**src/rtl/crc_net_pkg.sv**
```systemverilog
// crc_net_pkg: state encodings, frame constants and CRC-8 step shared by the receive path
package crc_net_pkg;

    typedef enum logic [2:0] {
        S_HUNT,
        S_HEADER,
        S_DATA,
        S_CRC,
        S_DONE
    } rx_state_t;

    localparam logic [15:0] PREAMBLE_PATTERN = 16'hAAAA;
    localparam logic [7:0]  SFD_PATTERN      = 8'hAB;
    localparam logic [7:0]  CRC8_POLY        = 8'h07;

    localparam int PKT_W  = 136;
    localparam int DATA_W = 128;
    localparam int HDR_W  = 8;

    function automatic logic [7:0] crc8_step(input logic [7:0] crc, input logic bit_in);
        return {crc[6:0], 1'b0} ^ ((crc[7] ^ bit_in) ? CRC8_POLY : 8'h00);
    endfunction

endpackage

```
**src/rtl/crc8_serial.sv**
```systemverilog
// crc8_serial: bit-serial CRC-8 (MSB first, init 0, no reflection, no final XOR)
module crc8_serial
    import crc_net_pkg::*;
(
    input  logic       clk,
    input  logic       rst_n,
    input  logic       clear,
    input  logic       enable,
    input  logic       data_in,
    output logic [7:0] crc_out
);

    logic [7:0] r_crc;

    always_ff @(posedge clk or negedge rst_n) begin
        if (!rst_n)
            r_crc <= '0;
        else if (clear)
            r_crc <= '0;
        else if (enable)
            r_crc <= crc8_step(r_crc, data_in);
    end

    assign crc_out = r_crc;

endmodule

```
**src/rtl/rx_frame_receiver.sv**
```systemverilog
// rx_frame_receiver: locks onto preamble/SFD, reassembles header + 1..16 data bytes, checks CRC-8
module rx_frame_receiver
    import crc_net_pkg::*;
#(
    parameter int PREAMBLE_TAIL_BITS = 8,
    parameter int CNT_W              = 16
) (
    input  logic               clk,
    input  logic               rst_n,
    input  logic               rx_enable,
    input  logic               rx_line,
    output logic [PKT_W-1:0]   rx_packet,
    output logic               rx_valid,
    output logic               rx_crc_ok,
    output logic               rx_busy,
    output logic [CNT_W-1:0]   frame_cnt,
    output logic [CNT_W-1:0]   crc_err_cnt
);

    localparam int          TAIL_W = PREAMBLE_TAIL_BITS + 8;
    localparam logic [23:0] SYNC   = {PREAMBLE_PATTERN, SFD_PATTERN};
    localparam logic [TAIL_W-1:0] TAIL = SYNC[TAIL_W-1:0];

    rx_state_t            r_state, w_state_nxt;
    logic [7:0]           r_bit_cnt, w_bit_cnt_nxt;
    logic [TAIL_W-2:0]    r_window, w_window_nxt;
    logic [HDR_W-1:0]     r_header, w_header_nxt;
    logic [3:0]           r_len, w_len_nxt;
    logic [DATA_W-1:0]    r_data, w_data_nxt;
    logic [7:0]           r_crc_rx, w_crc_rx_nxt;
    logic [PKT_W-1:0]     r_packet, w_packet_nxt;
    logic                 r_valid, w_valid_nxt;
    logic                 r_crc_ok, w_crc_ok_nxt;
    logic [CNT_W-1:0]     r_frame_cnt, w_frame_cnt_nxt;
    logic [CNT_W-1:0]     r_err_cnt, w_err_cnt_nxt;

    logic                 w_crc_clear, w_crc_en;
    logic [7:0]           w_crc_calc;
    logic [TAIL_W-1:0]    w_win_cat;
    logic [7:0]           w_hdr_shift, w_crc_shift, w_last_data;
    logic [6:0]           w_data_idx;
    logic                 w_crc_match;

    crc8_serial u_crc (
        .clk     (clk),
        .rst_n   (rst_n),
        .clear   (w_crc_clear),
        .enable  (w_crc_en),
        .data_in (rx_line),
        .crc_out (w_crc_calc)
    );

    // The stored window keeps TAIL_W-1 past bits; with the current bit it forms the full compare window.
    assign w_win_cat   = {r_window, rx_line};
    assign w_hdr_shift = {r_header[6:0], rx_line};
    assign w_crc_shift = {r_crc_rx[6:0], rx_line};
    assign w_last_data = (({4'd0, r_len} + 8'd1) << 3) - 8'd1;
    assign w_data_idx  = 7'(8'd127 - r_bit_cnt);
    assign w_crc_match = r_crc_rx == w_crc_calc;

    always_comb begin
        w_state_nxt     = r_state;
        w_bit_cnt_nxt   = r_bit_cnt + 8'd1;
        w_window_nxt    = r_window;
        w_header_nxt    = r_header;
        w_len_nxt       = r_len;
        w_data_nxt      = r_data;
        w_crc_rx_nxt    = r_crc_rx;
        w_packet_nxt    = r_packet;
        w_valid_nxt     = 1'b0;
        w_crc_ok_nxt    = r_crc_ok;
        w_frame_cnt_nxt = r_frame_cnt;
        w_err_cnt_nxt   = r_err_cnt;
        w_crc_clear     = 1'b0;
        w_crc_en        = 1'b0;
        if (!rx_enable) begin
            w_state_nxt   = S_HUNT;
            w_window_nxt  = '0;
            w_bit_cnt_nxt = '0;
        end else begin
            case (r_state)
                S_HUNT: begin
                    w_window_nxt  = w_win_cat[TAIL_W-2:0];
                    w_bit_cnt_nxt = '0;
                    if (w_win_cat == TAIL) begin
                        w_state_nxt = S_HEADER;
                        w_crc_clear = 1'b1;
                    end
                end
                S_HEADER: begin
                    w_header_nxt = w_hdr_shift;
                    if (r_bit_cnt == 8'd7) begin
                        w_len_nxt     = w_hdr_shift[3:0];
                        w_data_nxt    = '0;
                        w_bit_cnt_nxt = '0;
                        w_state_nxt   = S_DATA;
                    end
                end
                S_DATA: begin
                    w_data_nxt[w_data_idx] = rx_line;
                    w_crc_en               = 1'b1;
                    if (r_bit_cnt == w_last_data) begin
                        w_bit_cnt_nxt = '0;
                        w_state_nxt   = S_CRC;
                    end
                end
                S_CRC: begin
                    w_crc_rx_nxt = w_crc_shift;
                    w_state_nxt  = (r_bit_cnt == 8'd7) ? S_DONE : S_CRC;
                end
                S_DONE: begin
                    w_packet_nxt    = {r_header, r_data};
                    w_valid_nxt     = 1'b1;
                    w_crc_ok_nxt    = w_crc_match;
                    w_frame_cnt_nxt = (&r_frame_cnt) ? r_frame_cnt : r_frame_cnt + CNT_W'(1);
                    w_err_cnt_nxt   = (w_crc_match || (&r_err_cnt)) ? r_err_cnt : r_err_cnt + CNT_W'(1);
                    w_window_nxt    = '0;
                    w_bit_cnt_nxt   = '0;
                    w_state_nxt     = S_HUNT;
                end
                default: begin
                    w_state_nxt   = S_HUNT;
                    w_window_nxt  = '0;
                    w_bit_cnt_nxt = '0;
                end
            endcase
        end
    end

    always_ff @(posedge clk or negedge rst_n) begin
        if (!rst_n) begin
            r_state     <= S_HUNT;
            r_bit_cnt   <= '0;
            r_window    <= '0;
            r_header    <= '0;
            r_len       <= '0;
            r_data      <= '0;
            r_crc_rx    <= '0;
            r_packet    <= '0;
            r_valid     <= 1'b0;
            r_crc_ok    <= 1'b0;
            r_frame_cnt <= '0;
            r_err_cnt   <= '0;
        end else begin
            r_state     <= w_state_nxt;
            r_bit_cnt   <= w_bit_cnt_nxt;
            r_window    <= w_window_nxt;
            r_header    <= w_header_nxt;
            r_len       <= w_len_nxt;
            r_data      <= w_data_nxt;
            r_crc_rx    <= w_crc_rx_nxt;
            r_packet    <= w_packet_nxt;
            r_valid     <= w_valid_nxt;
            r_crc_ok    <= w_crc_ok_nxt;
            r_frame_cnt <= w_frame_cnt_nxt;
            r_err_cnt   <= w_err_cnt_nxt;
        end
    end

    assign rx_packet   = r_packet;
    assign rx_valid    = r_valid;
    assign rx_crc_ok   = r_crc_ok;
    assign rx_busy     = (r_state == S_HEADER) || (r_state == S_DATA) || (r_state == S_CRC);
    assign frame_cnt   = r_frame_cnt;
    assign crc_err_cnt = r_err_cnt;

endmodule

```
**config.mk**
```make
export PLATFORM = sky130hd
export DESIGN_NAME = rx_frame_receiver
export DESIGN_NICKNAME = d
export VERILOG_FILES = /design/src/rtl/crc_net_pkg.sv /design/src/rtl/crc8_serial.sv /design/src/rtl/rx_frame_receiver.sv
export SDC_FILE = /design/constraint.sdc
export NUM_CORES = 1
export LEC_CHECK = 0
export BUFFER_PORTS_ARGS = -buffer_cell sky130_fd_sc_hd__buf_2
export CAP_MARGIN = 40
export CORE_MARGIN = 2
export CORE_UTILIZATION = 63
export DETAILED_ROUTE_END_ITERATION = 10
export GPL_TIMING_DRIVEN = 0
export PLACE_DENSITY_LB_ADDON = 0.15
export RECOVER_POWER = 50
export SYNTH_ARGS = -nofsm -noshare
export SYNTH_HDL_FRONTEND = slang
export SYNTH_SLANG_ARGS = --single-unit
```
**constraint.sdc**
```tcl
create_clock -name clk -period 4.5 [get_ports clk]
set_input_delay 0.675 -clock clk [delete_from_list [all_inputs] [get_ports clk]]
set_output_delay 0.675 -clock clk [all_outputs]
set_load 0.005 [all_outputs]
```
# [Word-level counts from Yosys, hierarchy flattened]
# Cells that the tools add are included.
[classes] add_sub_neg=6 order_cmp=2 eq_ne=13 n_mux=27 bitwise_logic=4 reduce_logical=18
[ops] cell="$pmux W128 S2" n=1
[ops] cell="$bwmux W128" n=1
[ops] cell="$mux W128" n=1
[ops] cell="$mux W8" n=5
[ops] cell="$add A16 B1 Y16 const B" n=2
[ops] cell="$reduce_and A16 Y1" n=2
[ops] cell="$pmux W15 S2" n=1
[ops] cell="$pmux W8 S3" n=1
[ops] cell="$mux W3" n=6
[ops] cell="$eq A16 B16 Y1 const B" n=1
[ops] cell="$eq A8 B8 Y1" n=2
[ops] cell="$mux W15" n=1
[ops] cell="$reduce_and A3 Y1" n=5
[ops] cell="$pmux W3 S4" n=1
[ops] cell="$ne A3 B3 Y1 const B" n=3
[ops] cell="$add A8 B1 Y8 const B" n=1
[ops] cell="$eq A8 B3 Y1 const B" n=1
[ops] cell="$lt A7 B8 Y1 const B" n=1
[ops] cell="$mux W1" n=8
[ops] cell="$sub A8 B1 Y8 const B" n=1
[ops] cell="$xor A8 B8 Y8" n=1
[ops] cell="$demux W1 S7" n=1
[ops] cell="$ge A7 B1 Y1 const B" n=1
[ops] cell="$sub A7 B7 Y7 const A" n=1
[ops] cell="other kinds (13)" n=21
[word_totals] ff_bits=352 out_inout_bits=171 wordCells=83

# [Depth between registers and ports, before layout]
# Gate-level depths: netlist of run 1.
[logic_depth] depth_word=7 depth_mapped=10 depth_no_buf=7

# [By module]
# Synthesis of run 1 repeated with hierarchy kept, for this count alone.
[unflattened] cells_unflattened=1573 area_unflattened_um2=14891.8
[by_module_without_submodules] module="rx_frame_receiver" n_inst=1 cells_each=1541 area_per_inst_um2=14518.9 seq_area_each_um2=8608.3
[by_module_without_submodules] module="crc8_serial" n_inst=1 cells_each=32 area_per_inst_um2=372.9 seq_area_each_um2=200.2

# [Worst setup path before layout of run 1]
# Ideal clock, no wire load.
[synth_timing] path_type="reg-to-reg" startpoint="register r_len[0]" endpoint="register r_bit_cnt[3]" setup_ps=139 arrival_ps=2017 required_ps=4361 slack_ps=2344 path_stages_with_launch=8 n_path_buf=0 synth_period_minus_slack_ps=2156 cell_sequence="dfrtp_1 ha_1 or4b_1 o31ai_1 xnor2_1 o2111ai_1 a31oi_1 nor2_1"
[synth_between] elab_chain_cells=6
[synth_rtl] element="start: declaration" line="rx_frame_receiver.sv:28" rtl="logic [3:0] r_len, w_len_nxt;"
[synth_rtl] element="start signal: assignment" line="rx_frame_receiver.sv:149" rtl="r_len <= w_len_nxt;"
[synth_rtl] element="$add A4 B1 Y5" line="rx_frame_receiver.sv:57" rtl="assign w_last_data = (({4'd0, r_len} + 8'd1) << 3) - 8'd1;"
[synth_rtl] element="$sub A8 B1 Y8" line="rx_frame_receiver.sv:57"
[synth_rtl] element="$eq A8 B8 Y1" line="rx_frame_receiver.sv:102" rtl="if (r_bit_cnt == w_last_data) begin"
[synth_rtl] element="$mux W8" line="rx_frame_receiver.sv:102"
[synth_rtl] element="$pmux W8 S3" line="rx_frame_receiver.sv:81" rtl="case (r_state)"
[synth_rtl] element="$mux W8" line="rx_frame_receiver.sv:76" rtl="if (!rx_enable) begin"
[synth_rtl] element="named net w_bit_cnt_nxt[3]" line="rx_frame_receiver.sv:25" rtl="logic [7:0] r_bit_cnt, w_bit_cnt_nxt;"
[synth_rtl] element="end signal: assignment" line="rx_frame_receiver.sv:146" rtl="r_bit_cnt <= w_bit_cnt_nxt;"
[synth_rtl] element="end: declaration" line="rx_frame_receiver.sv:25"
# The timed path passes the listed nets, and every way through them passes these cells.
# A chain may end at the register's enable or synchronous reset.

# [Final worst setup path of run 1]
[layout_timing] startpoint="register r_state[0]" endpoint="register r_packet[25], in the netlist rx_packet[25]"
[layout_between] elab_chain_cells=2
[layout_rtl] element="start: declaration" line="rx_frame_receiver.sv:24" rtl="rx_state_t r_state, w_state_nxt;"
[layout_rtl] element="start signal: assignment" line="rx_frame_receiver.sv:145" rtl="r_state <= w_state_nxt;"
[layout_rtl] element="$eq A3 B3 Y1" line="rx_frame_receiver.sv:81"
[layout_rtl] element="$reduce_and A2 Y1 (no line)"
[layout_rtl] element="end signal: assignment" line="rx_frame_receiver.sv:152" rtl="r_packet <= w_packet_nxt;"
[layout_rtl] element="end: declaration" line="rx_frame_receiver.sv:31" rtl="logic [PKT_W-1:0] r_packet, w_packet_nxt;"
# No other way between the ends.

==> results.cfg, run 1 <==
[run_status]
status = finished, final reports clean

[cells_and_area]
finish.utilization_pct = 74.2
register_area_sq_um = 8810
fillers = 1758
drive_gt1_share_pct = 14.0
antennaDiodeCount = 0
final_area_sq_um = 17300
fin_nets = 1822
final_cell_mix = nand2_1, dfrtp_1, o21ai_0
synthToLayoutAreaGrowth_pct = 16.3
final_common_cell = nand2_1
multi_input_area_sq_um = 5610

[floorplanning]
die_w_um = 158
die_h_um = 158
die_area_sq_um = 24900
rows = 56
core_area_sq_um = 23300
ios = 175
start_util_pct = 63.8

[clock_tree]
cts_root_buf = clkbuf_16
clockBufferDepth = 3
clkTransAtPathRegs_ns = 0.06
worstSkewPairLatency_ns = 0.53
cts_resized = 0
cts.sinks = 352
tritoncts.num_buffers = 36
htree_levels = 2
post_cts_buffers = 0
cts_hold_buf = 0
tritoncts = yes

[routing]
vias_per_cell = 5.88
route.detailed.drc = 0
routedWlPerCell_um = 18.6
num_vias = 12700
ant_nets = 0
first_pass_iters = 7
drtIter0Drc = 1270
drt_wl_total_mm = 40.1

[placement]
dpl.hpwl_mm = 26.6
dpl_cell_area_sq_um = 16300
io_buffers = 174
gp_congestion = 0.934

[timing]
tightest_slew_ns = 1.11
relSlewSlack_pct = 25.4
finalMaxSlewViolations = 0
clock-skew-final_ns = 0.0211
fmax_ghz = 0.314
rsz0062_at_grt = false
min_period_ns = 3.19
fin_crit_sh_pct = 70.9
final-hold-violation-count = 0
setup_viol = 0

[setup_path]
cp.required_ns = 4.95
r2r-end = rx_packet[25]
crit_family = buffers and inverters
crit_path_end_kind = flop
r2r_start = r_state[0]
cp-startpoint = r_state[0]
regToRegSetupSlack_ns = 1.31
crit_cells = 8
worst_path_max_delay_cell = clkbuf_1
max_stage_delay_ns = 0.62
crit_type = flop to flop
crit_arrival_ns = 3.64
critPathCapture = rx_packet[25]
start_kind = flop
crit_top_cell = clkbuf_1
rr_worst_depth = 8
crit_buf_inv = 4
cp_max_fo = 10
crit_chain = clkbuf_1 -> nor2_1 -> nand3_2 -> inv_2 -> clkbuf_1 -> clkbuf_1 -> nand2_1 -> nand2_1

[yosys]
synth_top_area_share_pct = 59.1
ys_warn_count = 0
synth_edf_count = 0
synthTopCellsByArea = dfrtp_1, nand2_1, o21ai_0
synthArstFlopShare_pct = 100
synthCells = 1597
synth_top_cell_by_area = dfrtp_1
synth_area_sq_um = 14900
yosysUniqueCellTypes = 50
synth_seq_cells = 352
syn_avg_cell_area_sq_um = 9.33
synth_seq_area_share_pct = 59.1
synth_nets = 1606
ys.flop_type = dfrtp_1

[power_and_ir_drop]
p_seq_share_pct = 51.7
powerDensity_nw_per_um2 = 355
ir_drop_v = 0.000345
p_switching_w = 0.00132
swShare_pct = 21.5
p_leak_nw = 9.08
clockPowerShare_pct = 46.8
cell_internal_pwr_w = 0.00483
total_power_w = 0.00615
pwr-share-comb_pct = 1.5

[global_route]
grt_pass1_vias = 12000
overflow = 0
grt_start_max_net_pins = 110
grt_usage_pct = 32.4
grt_pass1_wl_mm = 63.2
antenna_found_initial = 0

[min_path]
min_path_type = input port to asynchronous set/reset pin

[job]
drv_cap = 0
worst reg2reg max path: cells and delay by family, from the launching register on:
family / cells / cell delay (ns)
buf+inv: 4 / 1.53
simple gates: 4 / 1.22
flops: 1 / 0.36
logic make-up after synthesis:
| logic type | after synthesis | synth area share, % |
|---|---|---|
| fa+ha+maj | 5 | 0.420 |
| flops | 352 | 59.1 |
| buf+inv | 105 | 3.07 |
| mux | 24 | 1.81 |
| simple gates | 646 | 18.4 |
| xor+xnor | 54 | 3.18 |
| compound gates | 411 | 14.0 |
cells in the mapped netlist (2+ instances only):
master	instances
nor4bb_1	3
and3_1	8
o21ai_1	57
clkbuf_2	8
buf_2	13
clkbuf_1	67
nand4_1	12
nor3b_2	3
xnor2_1	34
a21oi_1	152
mux2_2	24
nor2_1	34
nor3_1	17
dfrtp_1	352
nand2b_1	7
buf_4	2
nor2b_1	6
nand2_1	501
and4_1	2
o21ai_0	192
inv_1	4
ha_1	5
nor4_1	3
o31ai_1	4
buf_6	4
xor2_1	20
and2_1	3
or3_1	2
nand3_1	31
and3b_1	2
inv_2	2
buf_1	5
worst min path at each step:
stage | endpoint | slack, ns
finish | crc_err_cnt[8] | 0.08
global route | crc_err_cnt[4] | 0.12
CTS | crc_err_cnt[4] | 0.10
detailed placement | rx_packet[106] | 0.45
global placement | rx_packet[135] | 0.45
floorplan | crc_err_cnt[0] | 0.38
stage by stage:
step / cells / setup TNS, ns / hold WS, ns / setup slack (ns)
CTS: 2155 / 0 / 0.101 / 1.81
floorplan: 1597 / 0 / 0.379 / 2.34
global placement: 2090 / -1332.62 / 0.446 / -3.83
detailed placement: 2094 / 0 / 0.454 / 1.89
global route: 2155 / 0 / 0.118 / 1.18
finish: 2155 / 0 / 0.0790 / 1.31
layer usage:
layer  track usage [%]  routed length, um  part of all wire, %  vias to the layer above
li1                  -                  -                    -                     5770
met1              46.2              17000                   42                     6149
met2              49.6              18100                   45                      653
met3              6.93               3700                  9.2                      109
met4              12.0               1320                  3.3                        0
met5                 0                  0                    0                        -
flip-flops by register name, indices dropped and copies added (netlist names):
register and flops:
rx_packet 136, r_data 128, crc_err_cnt 16, frame_cnt 16, r_window 15, r_bit_cnt 8, r_crc_rx 8, r_header 8
u_crc.crc_out 8, r_len 4, r_state 3, rx_crc_ok 1, rx_valid 1
area by class of cell:
| class | count | share of cell area, % |
|---|---|---|
| clock buffer | 52 | 5.90 |
| timing repair buffer | 178 | 5.41 |
| inverter | 6 | 0.130 |
| tap | 319 | 2.30 |
| sequential | 352 | 50.9 |
| buffer | 99 | 2.50 |
| clock inverter | 9 | 0.506 |
| multi-input combinational | 1140 | 32.4 |
power by group through the flow:
stage	sequential (W)	clock, W	combinational (W)
2_1_floorplan	0.00324	0	0.0000174
3_3_place_gp	0.00324	0	0.0000854
3_5_place_dp	0.00324	0	0.0000971
4_1_cts	0.00318	0.00289	0.0000975
5_1_grt	0.00318	0.00303	0.000110
6_report	0.00318	0.00288	0.0000934
Power figures use the tool's default switching activity.
==> run 2, diff against run 1 <==
- ABC_AREA: not set -> 1
- CORE_UTILIZATION: 63 -> 53
- clock period: 4.5 -> 2.9 ns (I/O delays scaled with it)
==> results.cfg, run 2 <==
[run_status]
status = finished, final reports clean

[cells_and_area]
drive_gt1_share_pct = 11.2
register_area_sq_um = 8810
fin_nets = 2007
final_common_cell = nand2_1
fillers = 2546
largest_reg_flops = 136
multi_input_area_sq_um = 5580
synthToLayoutAreaGrowth_pct = 17.7
final_cell_mix = nand2_1, dfrtp_1, inv_1

[power_and_ir_drop]
ir_drop_v = 0.000409
total_power_w = 0.0125
p_leak_nw = 8.96
powerDensity_nw_per_um2 = 680

[routing]
first_pass_iters = 6
drt_wl_total_mm = 41.0
num_vias = 13200
vias_per_cell = 5.49
drtIter0Drc = 945
ant_nets = 0
routedWlPerCell_um = 17.0
route.detailed.drc = 0

[timing]
min_period_ns = 2.44
tightest_slew_ns = 1.46
clock-skew-final_ns = 0.0148
fin_crit_sh_pct = 84.2
setup_viol = 0
hold_ws_ns = 0.291
tns_ns = 0
final-hold-violation-count = 0
rsz0062_at_grt = false
relSlewSlack_pct = 2.88
finalMaxSlewViolations = 0
fmax_ghz = 0.410

[yosys]
synth_seq_cells = 352
synth_top_cell_by_area = dfrtp_1
synth.most_common_cell = nand2_1
ys.flop_type = dfrtp_1
synth_top_area_share_pct = 56.6
synthCells = 1778
yosys-top-cells-count = nand2_1, dfrtp_1, inv_1
synth_edf_count = 0
synthTopCellsByArea = dfrtp_1, nand2_1, o21ai_0
synth_nets = 1787
ys_warn_count = 0
synth_area_sq_um = 15600
yosysUniqueCellTypes = 37
synthArstFlopShare_pct = 100
synth_seq_area_share_pct = 56.6
syn_avg_cell_area_sq_um = 8.76

[setup_path]
crit_type = flop to flop
crit_path_end_kind = flop
r2r_start = r_state[0]
crit_arrival_ns = 2.81
cp.required_ns = 3.26
r2r-end = rx_packet[133]
regToRegSetupSlack_ns = 0.46
cp_max_fo = 11
start_kind = flop
rr_worst_depth = 9

[min_path]
min_path_type = input port to flop
whs_path_depth = 3
hp-start = rx_line
whs_endpoint = r_header[0]

[floorplanning]
core_area_sq_um = 28800
start_util_pct = 54.1
die_w_um = 175
die_h_um = 175
rows = 62
die_area_sq_um = 30800
ios = 175

[global_route]
antenna_found_initial = 0
overflow = 0
grt_pass1_vias = 12500
grt_pass1_wl_mm = 65.9
grt_usage_pct = 26.8
grt_start_max_net_pins = 116

[placement]
dpl.hpwl_mm = 27.6
io_buffers = 174
gp_congestion = 0.869

[clock_tree]
htree_levels = 2
tritoncts = yes
cts_resized = 0
cts_hold_buf = 1
cts_root_buf = clkbuf_16
cts.sinks = 352
clockBufferDepth = 3
post_cts_buffers = 0
tritoncts.num_buffers = 38
clkTransAtPathRegs_ns = 0.06
worstSkewPairLatency_ns = 0.52

[job]
drv_cap = 0
-- run 2: cell count changes in the layout (fill, tap and decap cells not counted), sizes merged, moves of 18 or more --
cell / previous run / this run
o21ai: 249 / 173
nor2: 36 / 104
buf: 170 / 144
nand2: 501 / 446
clkbuf: 159 / 195
mux2: 24 / 6
inv: 9 / 188
o22ai: 1 / 60
o31ai: 4 / 83
xnor2: 34 / 12
-- run 2: logic make-up (layout without fill, tap and decap cells) --
logic type | count (synthesis) | after routing | share of synthesized area, %
fa+ha+maj | 5 | 5 | 0.402
mux | 6 | 6 | 0.434
xor+xnor | 36 | 36 | 2.02
simple gates | 621 | 621 | 16.1
other cells | 0 | 1 | 0
compound gates | 463 | 463 | 16.9
buf+inv | 295 | 545 | 7.59
flops | 352 | 352 | 56.6
-- run 2: per-layer routing --
layer / wire length (um) / track usage, % / part of all wire, % / vias up
met2: 18900 / 42.6 / 46 / 495
met4: 1120 / 8.19 / 2.7 / 0
li1: - / - / - / 6308
met5: 0 / 0 / 0 / -
met3: 2670 / 4.22 / 6.5 / 82
met1: 18300 / 38.2 / 45 / 6355
-- run 2: final cells by class --
| cell class | instances | area share (%) |
|---|---|---|
| inverter | 197 | 4.03 |
| buffer | 98 | 2.42 |
| timing repair buffer | 180 | 4.97 |
| clock inverter | 8 | 0.765 |
| tap | 384 | 2.62 |
| sequential | 352 | 48.1 |
| multi-input combinational | 1131 | 30.4 |
| antenna | 1 | 0.0137 |
| clock buffer | 62 | 6.68 |
-- run 2: how the worst max path moves through the flow --
stage	from	to	slack, ns
after floorplan	r_bit_cnt[1]	r_data[125]	1.05
final	r_state[0]	rx_packet[133]	0.46
after CTS	r_state[0]	rx_packet[133]	0.45
after global placement	rst_n	rx_packet[20]	-5.37
after global routing	rst_n	rx_packet[60]	0.21
after detailed placement	rx_enable	rx_packet[133]	0.22
-- run 2: stage by stage --
step	instance area, sq um	utilization (%)	setup slack [ns]	std cells
2_1_floorplan	15600	-	1.05	1778
3_3_place_gp	16900	58.8	-5.37	2336
3_5_place_dp	17000	59.2	0.224	2341
4_1_cts	18400	64.0	0.452	2412
5_1_grt	18300	63.7	0.212	2412
6_report	18300	63.7	0.459	2413
-- run 2: critical path, cell delays in order (launching register included) --
cell and delay [ns]:
dfrtp_1 0.40, nor2_1 0.07, inv_1 0.09, nor3_2 0.07, buf_6 0.16, inv_2 0.20, clkbuf_1 0.34, buf_8 0.20
clkbuf_1 0.56, o21ai_0 0.17
-- run 2: power by group --
group          leakage, nW  internal [W]  switching, W  total (W)
logic                 3.56      0.000544       0.00124    0.00179
registers             4.73       0.00529      0.000209    0.00550
clock network        0.674       0.00324       0.00194    0.00518
